===== config.mk =====
export PLATFORM = sky130hd
export DESIGN_NAME = pipe_ctrl_flat
export DESIGN_NICKNAME = d
export VERILOG_FILES = /design/src/rtl/core_pkg.sv /design/src/rtl/pipe_ctrl_if.sv /design/src/rtl/pipe_reg.sv /design/src/rtl/pipe_ctrl.sv /design/src/flat_wrapper.sv
export SDC_FILE = /design/constraint.sdc
export NUM_CORES = 1
export LEC_CHECK = 0
export ABC_AREA = 1
export BUFFER_PORTS_ARGS = -buffer_cell sky130_fd_sc_hd__buf_2
export CORE_MARGIN = 5
export CORE_UTILIZATION = 45
export DETAILED_ROUTE_END_ITERATION = 7
export PLACE_DENSITY_LB_ADDON = 0.12
export SYNTH_ARGS = -nofsm -noshare
export SYNTH_HDL_FRONTEND = slang
export SYNTH_SLANG_ARGS = --single-unit

===== constraint.sdc =====
create_clock -name clk -period 1.2 [get_ports clk]
set_input_delay 0 -clock clk [delete_from_list [all_inputs] [get_ports clk]]
set_output_delay 0 -clock clk [all_outputs]
set_load 0.05 [all_outputs]

===== src/rtl/core_pkg.sv =====
// Shared types and constants for the 3-stage (IF, EX, WB) RV32I pipeline controller.
// The optional performance counters are enabled with the PIPE_CTRL_PERF_EN macro.
package core_pkg;

    localparam int          XLEN = 32;
    localparam logic [31:0] NOP  = 32'h0000_0013;  // addi x0,x0,0

    typedef enum logic {
        RUN      = 1'b0,
        MEM_WAIT = 1'b1
    } pipe_state_e;

    typedef struct packed {
        logic [XLEN-1:0] pc;
        logic [31:0]     inst;
        logic            valid;
    } if_ex_t;

    typedef struct packed {
        logic [XLEN-1:0] pc;
        logic [XLEN-1:0] alu;
        logic [XLEN-1:0] wdata;
        logic [4:0]      rd;
        logic            rf_en;
        logic            mem_rd;
        logic            mem_wr;
        logic            valid;
    } ex_wb_t;

    localparam if_ex_t IF_EX_RST = '{pc: '0, inst: NOP, valid: 1'b0};
    localparam ex_wb_t EX_WB_RST = '0;

    // A flushed IF/EX slot keeps the fetched PC but carries a bubble.
    function automatic if_ex_t if_ex_bubble(input logic [XLEN-1:0] pc);
        return '{pc: pc, inst: NOP, valid: 1'b0};
    endfunction

endpackage


===== src/rtl/pipe_ctrl_if.sv =====
// Bus between the pipeline controller and the surrounding core (fetch, EX, hazard unit, dmem).
// The perf counter signals exist only when PIPE_CTRL_PERF_EN is defined.
interface pipe_ctrl_if;
    import core_pkg::*;

    logic [XLEN-1:0] if_pc;
    logic [31:0]     if_inst;
    logic            flush;
    logic [XLEN-1:0] ex_alu;
    logic [XLEN-1:0] ex_wdata;
    logic [4:0]      ex_rd;
    logic            ex_rf_en;
    logic            ex_mem_rd;
    logic            ex_mem_wr;
    logic            dmem_ready;

    logic [XLEN-1:0] id_pc;
    logic [31:0]     id_inst;
    logic [XLEN-1:0] wb_pc;
    logic [XLEN-1:0] wb_alu;
    logic [XLEN-1:0] wb_wdata;
    logic [4:0]      wb_rd;
    logic            wb_rf_en;
    logic            dmem_req;
    logic            dmem_we;
    logic            stall;

`ifdef PIPE_CTRL_PERF_EN
    logic [31:0]     perf_stall_cnt;
    logic [31:0]     perf_flush_cnt;

    modport master (
        output if_pc, if_inst, flush, ex_alu, ex_wdata, ex_rd, ex_rf_en,
               ex_mem_rd, ex_mem_wr, dmem_ready,
        input  id_pc, id_inst, wb_pc, wb_alu, wb_wdata, wb_rd, wb_rf_en,
               dmem_req, dmem_we, stall, perf_stall_cnt, perf_flush_cnt
    );

    modport slave (
        input  if_pc, if_inst, flush, ex_alu, ex_wdata, ex_rd, ex_rf_en,
               ex_mem_rd, ex_mem_wr, dmem_ready,
        output id_pc, id_inst, wb_pc, wb_alu, wb_wdata, wb_rd, wb_rf_en,
               dmem_req, dmem_we, stall, perf_stall_cnt, perf_flush_cnt
    );
`else
    modport master (
        output if_pc, if_inst, flush, ex_alu, ex_wdata, ex_rd, ex_rf_en,
               ex_mem_rd, ex_mem_wr, dmem_ready,
        input  id_pc, id_inst, wb_pc, wb_alu, wb_wdata, wb_rd, wb_rf_en,
               dmem_req, dmem_we, stall
    );

    modport slave (
        input  if_pc, if_inst, flush, ex_alu, ex_wdata, ex_rd, ex_rf_en,
               ex_mem_rd, ex_mem_wr, dmem_ready,
        output id_pc, id_inst, wb_pc, wb_alu, wb_wdata, wb_rd, wb_rf_en,
               dmem_req, dmem_we, stall
    );
`endif

endinterface


===== src/rtl/pipe_reg.sv =====
// Generic pipeline register: holds when en=0, loads flush_d instead of d when flush=1.
module pipe_reg #(
    parameter type T       = logic,
    parameter T    RST_VAL = '0
) (
    input  logic clk,
    input  logic rst_n,
    input  logic en,
    input  logic flush,
    input  T     d,
    input  T     flush_d,
    output T     q
);

    // NOTE: sequential state is written with non-blocking assignments only, so every
    // register samples pre-edge values regardless of the order blocks are evaluated.
    always_ff @(posedge clk or negedge rst_n) begin
        if (!rst_n) begin
            q <= RST_VAL;
        end else if (en) begin
            q <= flush ? flush_d : d;
        end
    end

endmodule


===== src/rtl/pipe_ctrl.sv =====
// IF/EX and EX/WB pipeline registers, flush handling and the WB data-memory stall FSM.
// Define PIPE_CTRL_PERF_EN to add saturating stall/flush performance counters.
module pipe_ctrl
    import core_pkg::*;
(
    input  logic         clk,
    input  logic         rst_n,
    pipe_ctrl_if.slave   bus
);

    if_ex_t      id_d;
    if_ex_t      id_flush_d;
    if_ex_t      id_q;
    ex_wb_t      wb_d;
    ex_wb_t      wb_q;
    pipe_state_e state;
    logic        stall;
    logic        advance;
    logic        dmem_req;

    // A zero-wait memory completes in the request cycle, so stall is purely combinational.
    assign dmem_req = wb_q.valid & (wb_q.mem_rd | wb_q.mem_wr);
    assign stall    = dmem_req & ~bus.dmem_ready;
    assign advance  = ~stall;

    assign id_d       = '{pc: bus.if_pc, inst: bus.if_inst, valid: 1'b1};
    assign id_flush_d = if_ex_bubble(bus.if_pc);

    // The branch/jump sitting in EX is never flushed; only the younger IF slot is.
    assign wb_d = '{
        pc:     id_q.pc,
        alu:    bus.ex_alu,
        wdata:  bus.ex_wdata,
        rd:     bus.ex_rd,
        rf_en:  bus.ex_rf_en,
        mem_rd: bus.ex_mem_rd,
        mem_wr: bus.ex_mem_wr,
        valid:  id_q.valid
    };

    pipe_reg #(.T(if_ex_t), .RST_VAL(IF_EX_RST)) u_if_ex (
        .clk     (clk),
        .rst_n   (rst_n),
        .en      (advance),
        .flush   (bus.flush),
        .d       (id_d),
        .flush_d (id_flush_d),
        .q       (id_q)
    );

    pipe_reg #(.T(ex_wb_t), .RST_VAL(EX_WB_RST)) u_ex_wb (
        .clk     (clk),
        .rst_n   (rst_n),
        .en      (advance),
        .flush   (1'b0),
        .d       (wb_d),
        .flush_d (EX_WB_RST),
        .q       (wb_q)
    );

    always_ff @(posedge clk or negedge rst_n) begin
        if (!rst_n) begin
            state <= RUN;
        end else begin
            case (state)
                RUN:      if (stall)          state <= MEM_WAIT;
                MEM_WAIT: if (bus.dmem_ready) state <= RUN;
            endcase
        end
    end

    assign bus.id_pc    = id_q.pc;
    assign bus.id_inst  = id_q.inst;
    assign bus.wb_pc    = wb_q.pc;
    assign bus.wb_alu   = wb_q.alu;
    assign bus.wb_wdata = wb_q.wdata;
    // Bubbles report rd=0 so the hazard unit never forwards from them.
    assign bus.wb_rd    = wb_q.valid ? wb_q.rd : 5'd0;
    // Writes land once, on the completing cycle of a load.
    assign bus.wb_rf_en = wb_q.rf_en & wb_q.valid & ~stall;
    assign bus.dmem_req = dmem_req;
    assign bus.dmem_we  = wb_q.valid & wb_q.mem_wr;
    assign bus.stall    = stall;

`ifdef PIPE_CTRL_PERF_EN
    logic [31:0] stall_cnt;
    logic [31:0] flush_cnt;

    always_ff @(posedge clk or negedge rst_n) begin
        if (!rst_n) begin
            stall_cnt <= '0;
            flush_cnt <= '0;
        end else begin
            if (stall && stall_cnt != 32'hFFFF_FFFF) begin
                stall_cnt <= stall_cnt + 32'd1;
            end
            if (advance && bus.flush && flush_cnt != 32'hFFFF_FFFF) begin
                flush_cnt <= flush_cnt + 32'd1;
            end
        end
    end

    assign bus.perf_stall_cnt = stall_cnt;
    assign bus.perf_flush_cnt = flush_cnt;
`endif

endmodule


===== src/flat_wrapper.sv =====
// flat-port wrapper written by rule: the top's interface ports become plain ports
module pipe_ctrl_flat import core_pkg::*;
  (clk, rst_n, bus_if_pc, bus_if_inst, bus_flush, bus_ex_alu, bus_ex_wdata, bus_ex_rd, bus_ex_rf_en, bus_ex_mem_rd, bus_ex_mem_wr, bus_dmem_ready, bus_id_pc, bus_id_inst, bus_wb_pc, bus_wb_alu, bus_wb_wdata, bus_wb_rd, bus_wb_rf_en, bus_dmem_req, bus_dmem_we, bus_stall);
  pipe_ctrl_if bus_i ();
  input  logic clk;
  input  logic rst_n;
  input wire logic [$bits(bus_i.if_pc)-1:0] bus_if_pc;
  input wire logic [$bits(bus_i.if_inst)-1:0] bus_if_inst;
  input wire logic [$bits(bus_i.flush)-1:0] bus_flush;
  input wire logic [$bits(bus_i.ex_alu)-1:0] bus_ex_alu;
  input wire logic [$bits(bus_i.ex_wdata)-1:0] bus_ex_wdata;
  input wire logic [$bits(bus_i.ex_rd)-1:0] bus_ex_rd;
  input wire logic [$bits(bus_i.ex_rf_en)-1:0] bus_ex_rf_en;
  input wire logic [$bits(bus_i.ex_mem_rd)-1:0] bus_ex_mem_rd;
  input wire logic [$bits(bus_i.ex_mem_wr)-1:0] bus_ex_mem_wr;
  input wire logic [$bits(bus_i.dmem_ready)-1:0] bus_dmem_ready;
  output wire logic [$bits(bus_i.id_pc)-1:0] bus_id_pc;
  output wire logic [$bits(bus_i.id_inst)-1:0] bus_id_inst;
  output wire logic [$bits(bus_i.wb_pc)-1:0] bus_wb_pc;
  output wire logic [$bits(bus_i.wb_alu)-1:0] bus_wb_alu;
  output wire logic [$bits(bus_i.wb_wdata)-1:0] bus_wb_wdata;
  output wire logic [$bits(bus_i.wb_rd)-1:0] bus_wb_rd;
  output wire logic [$bits(bus_i.wb_rf_en)-1:0] bus_wb_rf_en;
  output wire logic [$bits(bus_i.dmem_req)-1:0] bus_dmem_req;
  output wire logic [$bits(bus_i.dmem_we)-1:0] bus_dmem_we;
  output wire logic [$bits(bus_i.stall)-1:0] bus_stall;
  assign bus_i.if_pc = bus_if_pc;
  assign bus_i.if_inst = bus_if_inst;
  assign bus_i.flush = bus_flush;
  assign bus_i.ex_alu = bus_ex_alu;
  assign bus_i.ex_wdata = bus_ex_wdata;
  assign bus_i.ex_rd = bus_ex_rd;
  assign bus_i.ex_rf_en = bus_ex_rf_en;
  assign bus_i.ex_mem_rd = bus_ex_mem_rd;
  assign bus_i.ex_mem_wr = bus_ex_mem_wr;
  assign bus_i.dmem_ready = bus_dmem_ready;
  assign bus_id_pc = bus_i.id_pc;
  assign bus_id_inst = bus_i.id_inst;
  assign bus_wb_pc = bus_i.wb_pc;
  assign bus_wb_alu = bus_i.wb_alu;
  assign bus_wb_wdata = bus_i.wb_wdata;
  assign bus_wb_rd = bus_i.wb_rd;
  assign bus_wb_rf_en = bus_i.wb_rf_en;
  assign bus_dmem_req = bus_i.dmem_req;
  assign bus_dmem_we = bus_i.dmem_we;
  assign bus_stall = bus_i.stall;
  pipe_ctrl u_core (.clk(clk), .rst_n(rst_n), .bus(bus_i));
endmodule

Word-level counts from Yosys, hierarchy flattened
Index checks and enable logic that the tools add are counted.

cells by class
  multiplexer cells = 2
  bitwise gates (word level) = 8

operator list
  operator            number
  33-bit two-way mux  1
  1-bit AND           5
  5-bit two-way mux   1
  1-bit NOT           2
  1-bit OR            1

word-level totals
  input bits = 140
  bits in registers = 170
  logic and storage cells = 21
  output and inout bits = 169

Longest topological paths before layout
  word-level depth = 5
  depth in mapped cells = 8
  gate-level depth less buffers = 5

Cells and area by module
From an unflattened synthesis, not the netlist that was laid out.

unflattened totals
  cell total of the unflattened synthesis = 1460
  area, all modules = 9520.4 um^2

by module, submodules not included
  module                     cells each  sequential area each (um^2)  times used  area an instance (um^2)
  pipe_reg (u_core.u_ex_wb)  888         2627.5                       1           5809.3
  pipe_reg (u_core.u_if_ex)  550         1630.3                       1           3585.9
  pipe_ctrl                  22          0.0                          1           125.1

Worst setup path before layout
OpenSTA, ideal clock, no wires.

  kind = register -> output
  start = reg u_core.u_ex_wb.q[0] (netlist name)
  end = out bus_wb_rf_en
  data required time = 1.200 ns
  buffers on the path = 2
  stages on the path, launching flop included = 8
  data arrival time = 1.791 ns
  setup slack = -0.591 ns
  path through = dfrtp_1 > buf_4 > nand2_2 > nand2_4 > nand2_4 > buf_6 > inv_1 > nor2_1

between the ends
  word-level cells in the longest chain between the ends = 4
  elaborated cells between the ends (all ways) = 5
  those cells by class = bitwise: 5

ends and longest elaborated chain
  what                      line                source
  start: declaration        pipe_reg.sv:12      output T q
  start signal: assignment  pipe_reg.sv:21      q <= flush ? flush_d : d;
  1-bit AND                 pipe_ctrl.sv:22     assign dmem_req = wb_q.valid & (wb_q.mem_rd | wb_q.mem_wr);
  1-bit AND                 pipe_ctrl.sv:23     assign stall = dmem_req & ~bus.dmem_ready;
  named net bus_stall       flat_wrapper.sv:26  output wire logic [$bits(bus_i.stall)-1:0] bus_stall;
  1-bit NOT                 n/a
  1-bit AND                 pipe_ctrl.sv:80     assign bus.wb_rf_en = wb_q.rf_en & wb_q.valid & ~stall;
  end: declaration          flat_wrapper.sv:23  output wire logic [$bits(bus_i.wb_rf_en)-1:0] bus_wb_rf_en;

The timed path passes the listed nets, and every way through them passes these cells.

Worst setup path in the final report
  start = reg u_core.u_ex_wb.q[0] (netlist name)
  end = out bus_wb_rf_en

between the ends
  word-level cells in the longest chain between the ends = 4
  elaborated cells between the ends (all ways) = 5
  those cells by class = bitwise: 5

ends and longest elaborated chain
  what           line
  1-bit AND      pipe_ctrl.sv:22
  1-bit AND      pipe_ctrl.sv:23
  1-bit NOT      n/a
  1-bit AND (*)  pipe_ctrl.sv:80

Mark *: on every way between the ends. The rest lies on a longest branch, timed or not.

==> results.json <==
{
  "start_kind": "flop",
  "fin_crit_sh": 1.17,
  "violations": "negative setup slack",
  "cap_violations": 0,
  "synthArstFlopShare": 1.00,
  "vias": 7418,
  "diodes": 0,
  "yosys_register_bits": 170,
  "reg2reg_from": "u_core.u_ex_wb.q[0]",
  "status": "finished with violations",
  "drt_iter0_drc": 377,
  "period_minus_slack_ns": 1.40,
  "cp_data_required_time_ns": 1.20,
  "path_clk_slew_ns": 0.06,
  "critPathTopFamily": "flip-flops",
  "critPathMostFrequentCell": "nand2_8",
  "yosysTopAreaCell": "dfrtp_1",
  "pin_count": 309,
  "cp_slowest_cell": "dfrtp_1",
  "grt_max_degree": 72,
  "grt_usage": 0.219,
  "power.leakage_nw": 6.75,
  "r2r_cells": 8,
  "reg2reg_to": "u_core.u_ex_wb.q[18]",
  "postPlaceCellArea_sq_um": 9020,
  "rsz0062_at_grt": "yes",
  "dp_hpwl_microns": 14900,
  "yosysSeqAreaShare": 0.515,
  "cpPeakStageDelay_ns": 0.41,
  "cp.arrival_ns": 1.40,
  "synth_area_leaders": "dfrtp_1 (51%), nand2_1 (16%), buf_4 (15%)",
  "synth-xor-area-share": 0,
  "ys.flop_type": "dfrtp_1",
  "path_class": "flop to primary output",
  "crit_buf_inv": 2,
  "globalRouteOverflowTotal": 0,
  "avgSynthCellArea_sq_um": 8.46,
  "via_per_inst": 4.84,
  "port_buffers": 308,
  "fp-row-count": 49,
  "coreArea_sq_um": 18000,
  "synth_top_area_share": 0.505,
  "skew_ns": 0.0104,
  "critPathMaxFanout": 4,
  "finalSetupViolCount": 177,
  "drive_gt1_frac": 0.461,
  "drc": 0,
  "wl_per_cell_microns": 16.6,
  "fin_util": 0.694,
  "initial_core_util": 0.459,
  "drt-total-wl_microns": 25500,
  "synthToLayoutAreaGrowth_pct": 51.3,
  "gp_congestion": 0.794,
  "relSlewSlack": 0.596,
  "cts_buffers": 17,
  "synth_top_family_by_area": "simple AND/OR/NAND/NOR gates",
  "use_met1": 0.284,
  "grt.busiest_layer": "met2",
  "irDropWorstVdd_v": 0.00139,
  "min_path_type": "input pin to async pin",
  "synth.area.mux_share": 0,
  "die_w_microns": 146,
  "cp-end-kind": "primary output",
  "synthAdderAreaFrac": 0,
  "grt_pass1_vias": 7329,
  "drt-pass1-iter-count": 5,
  "dp_cells": 1332,
  "fin_area_sq_um": 12500,
  "die_area_sq_um": 21200,
  "syn_nets": 1118,
  "clk_latency_ns": 0.42,
  "grt_use_met3": 0.0579,
  "htreeDepth": 4,
  "clock_path_buffers": 2,
  "cts_tree": "built",
  "rrSetupSlack_ns": -0.19,
  "die_y_microns": 146,
  "fmax_mhz": 715,
  "synth-compound-area-share": 0,
  "worst_slew_pin_slew_ns": 0.605,
  "met2_usage": 0.358,
  "hold_violations": 0,
  "synth_edf_count": 0,
  "cts_num_sinks": 170,
  "netlist_area_sq_um": 8270,
  "fin_nets": 1432,
  "grt_pass1_wl_microns": 38200,
  "clockRootBuffer": "clkbuf_16",
  "final_cells": 1533,
  "drt.antenna.violating_nets": 0,
  "maxSlewViolCount": 0,
  "yosys.area_share.simple": 0.279,
  "crit_chain": "nand2_2 -> nand2_8 -> nand2_8 -> inv_6 -> nor2_4 -> buf_8",
  "synth_most_common_cell": "nand2_1",
  "post_synth_inst_count": 978,
  "synth_warnings": 0,
  "setup_ws_ns": -0.198,
  "antenna_found_initial": 0,
  "synth_cell_types": 15,
  "power.density_nw_per_um2": 1950,
  "yosys-top-cells-count": "nand2_1 (346), nand3_1 (168), dfrtp_1 (167)"
}
## report_power, final
| part | internal, W | switching (W) |
|---|---|---|
| clock | 0.00356 | 0.00228 |
| combinational | 0.00356 | 0.00742 |
| sequential | 0.00688 | 0.000738 |
## sequential cells by signal, summed over array words and instances, names as in the netlist
name / cells
u_core.u_ex_wb.q: 105
u_core.u_if_ex.q: 65
## worst max-delay path by stage
stage / start / to / slack [ns] / cells after the start
2_1_floorplan: u_core.u_ex_wb.q[0] / bus_wb_rf_en / -0.23 / 7
3_3_place_gp: u_core.u_ex_wb.q[0] / bus_wb_rf_en / -0.02 / 6
3_5_place_dp: u_core.u_ex_wb.q[0] / bus_wb_rf_en / -0.04 / 6
4_1_cts: u_core.u_ex_wb.q[0] / bus_dmem_req / -0.24 / 5
5_1_grt: u_core.u_ex_wb.q[0] / bus_wb_rf_en / -0.28 / 6
6_report: u_core.u_ex_wb.q[0] / bus_wb_rf_en / -0.20 / 6
## cell usage in the layout (no fill, tap or decap), types with 2 or more instances in the layout
cell	n
buf_2	295
nand2_1	168
dfrtp_1	167
nand3_1	166
dlygate4sd3_1	138
nand2_2	136
nand2_4	44
inv_1	35
nor2_1	29
clkbuf_16	29
buf_4	21
buf_6	17
buf_12	13
buf_16	12
clkbuf_8	5
buf_8	5
clkinv_4	4
or2_2	3
bufinv_16	3
dfstp_2	3
nand2_8	2
inv_6	2
nand3_2	2
inv_2	2
## per-layer routing
metal  routed length (microns)  vias to the layer above
li1                          -                     3525
met1                     10600                     3555
met2                     12700                      292
met3                      1630                       46
met4                       603                        0
met5                         0                        -
## worst register-to-register path, cell delays in order, from the launching register on
cell       delay [ns]
dfrtp_1          0.40
nand2_2          0.12
nand2_8          0.10
nand2_8          0.07
buf_12           0.15
clkbuf_16        0.17
buf_16           0.16
nand2_1          0.06
nand2_1          0.06
## area by class of cell
class | instances | area (sq um)
clock buffer | 22 | 494
clock inverter | 9 | 138
fill | 1390 | 5510
inverter | 39 | 156
multi-input combinational | 551 | 3010
sequential | 170 | 4260
tap | 229 | 287
timing repair buffer | 513 | 4170
## logic make-up (layout without fill, tap and decap cells)
logic type / Yosys count / in the layout
buf+inv: 257 / 583
simple gates: 551 / 551
flops: 170 / 170
## repair_timing
action,in CTS,in global routing
cloned,7,16
pin swaps,4,7
endpoints found under the setup margin,134,177
buffers inserted,10,0
hold buffers,138,0
hold endpoints to repair,306,0
gates resized for setup,53,234
## through the flow
step                setup TNS, ns  hold slack [ns]  total power, W  setup WS, ns
floorplan                  -0.230           -0.296          0.0154        -0.230
global placement          -0.0180          -0.0712          0.0163       -0.0180
CTS                        -28.86           0.0562          0.0233        -0.244
detailed placement         -0.835          -0.0715          0.0164       -0.0396
global route               -41.09           0.0828          0.0255        -0.279
finish                     -25.86           0.0564          0.0244        -0.198
No activity file was read; power rests on OpenSTA's default activity.
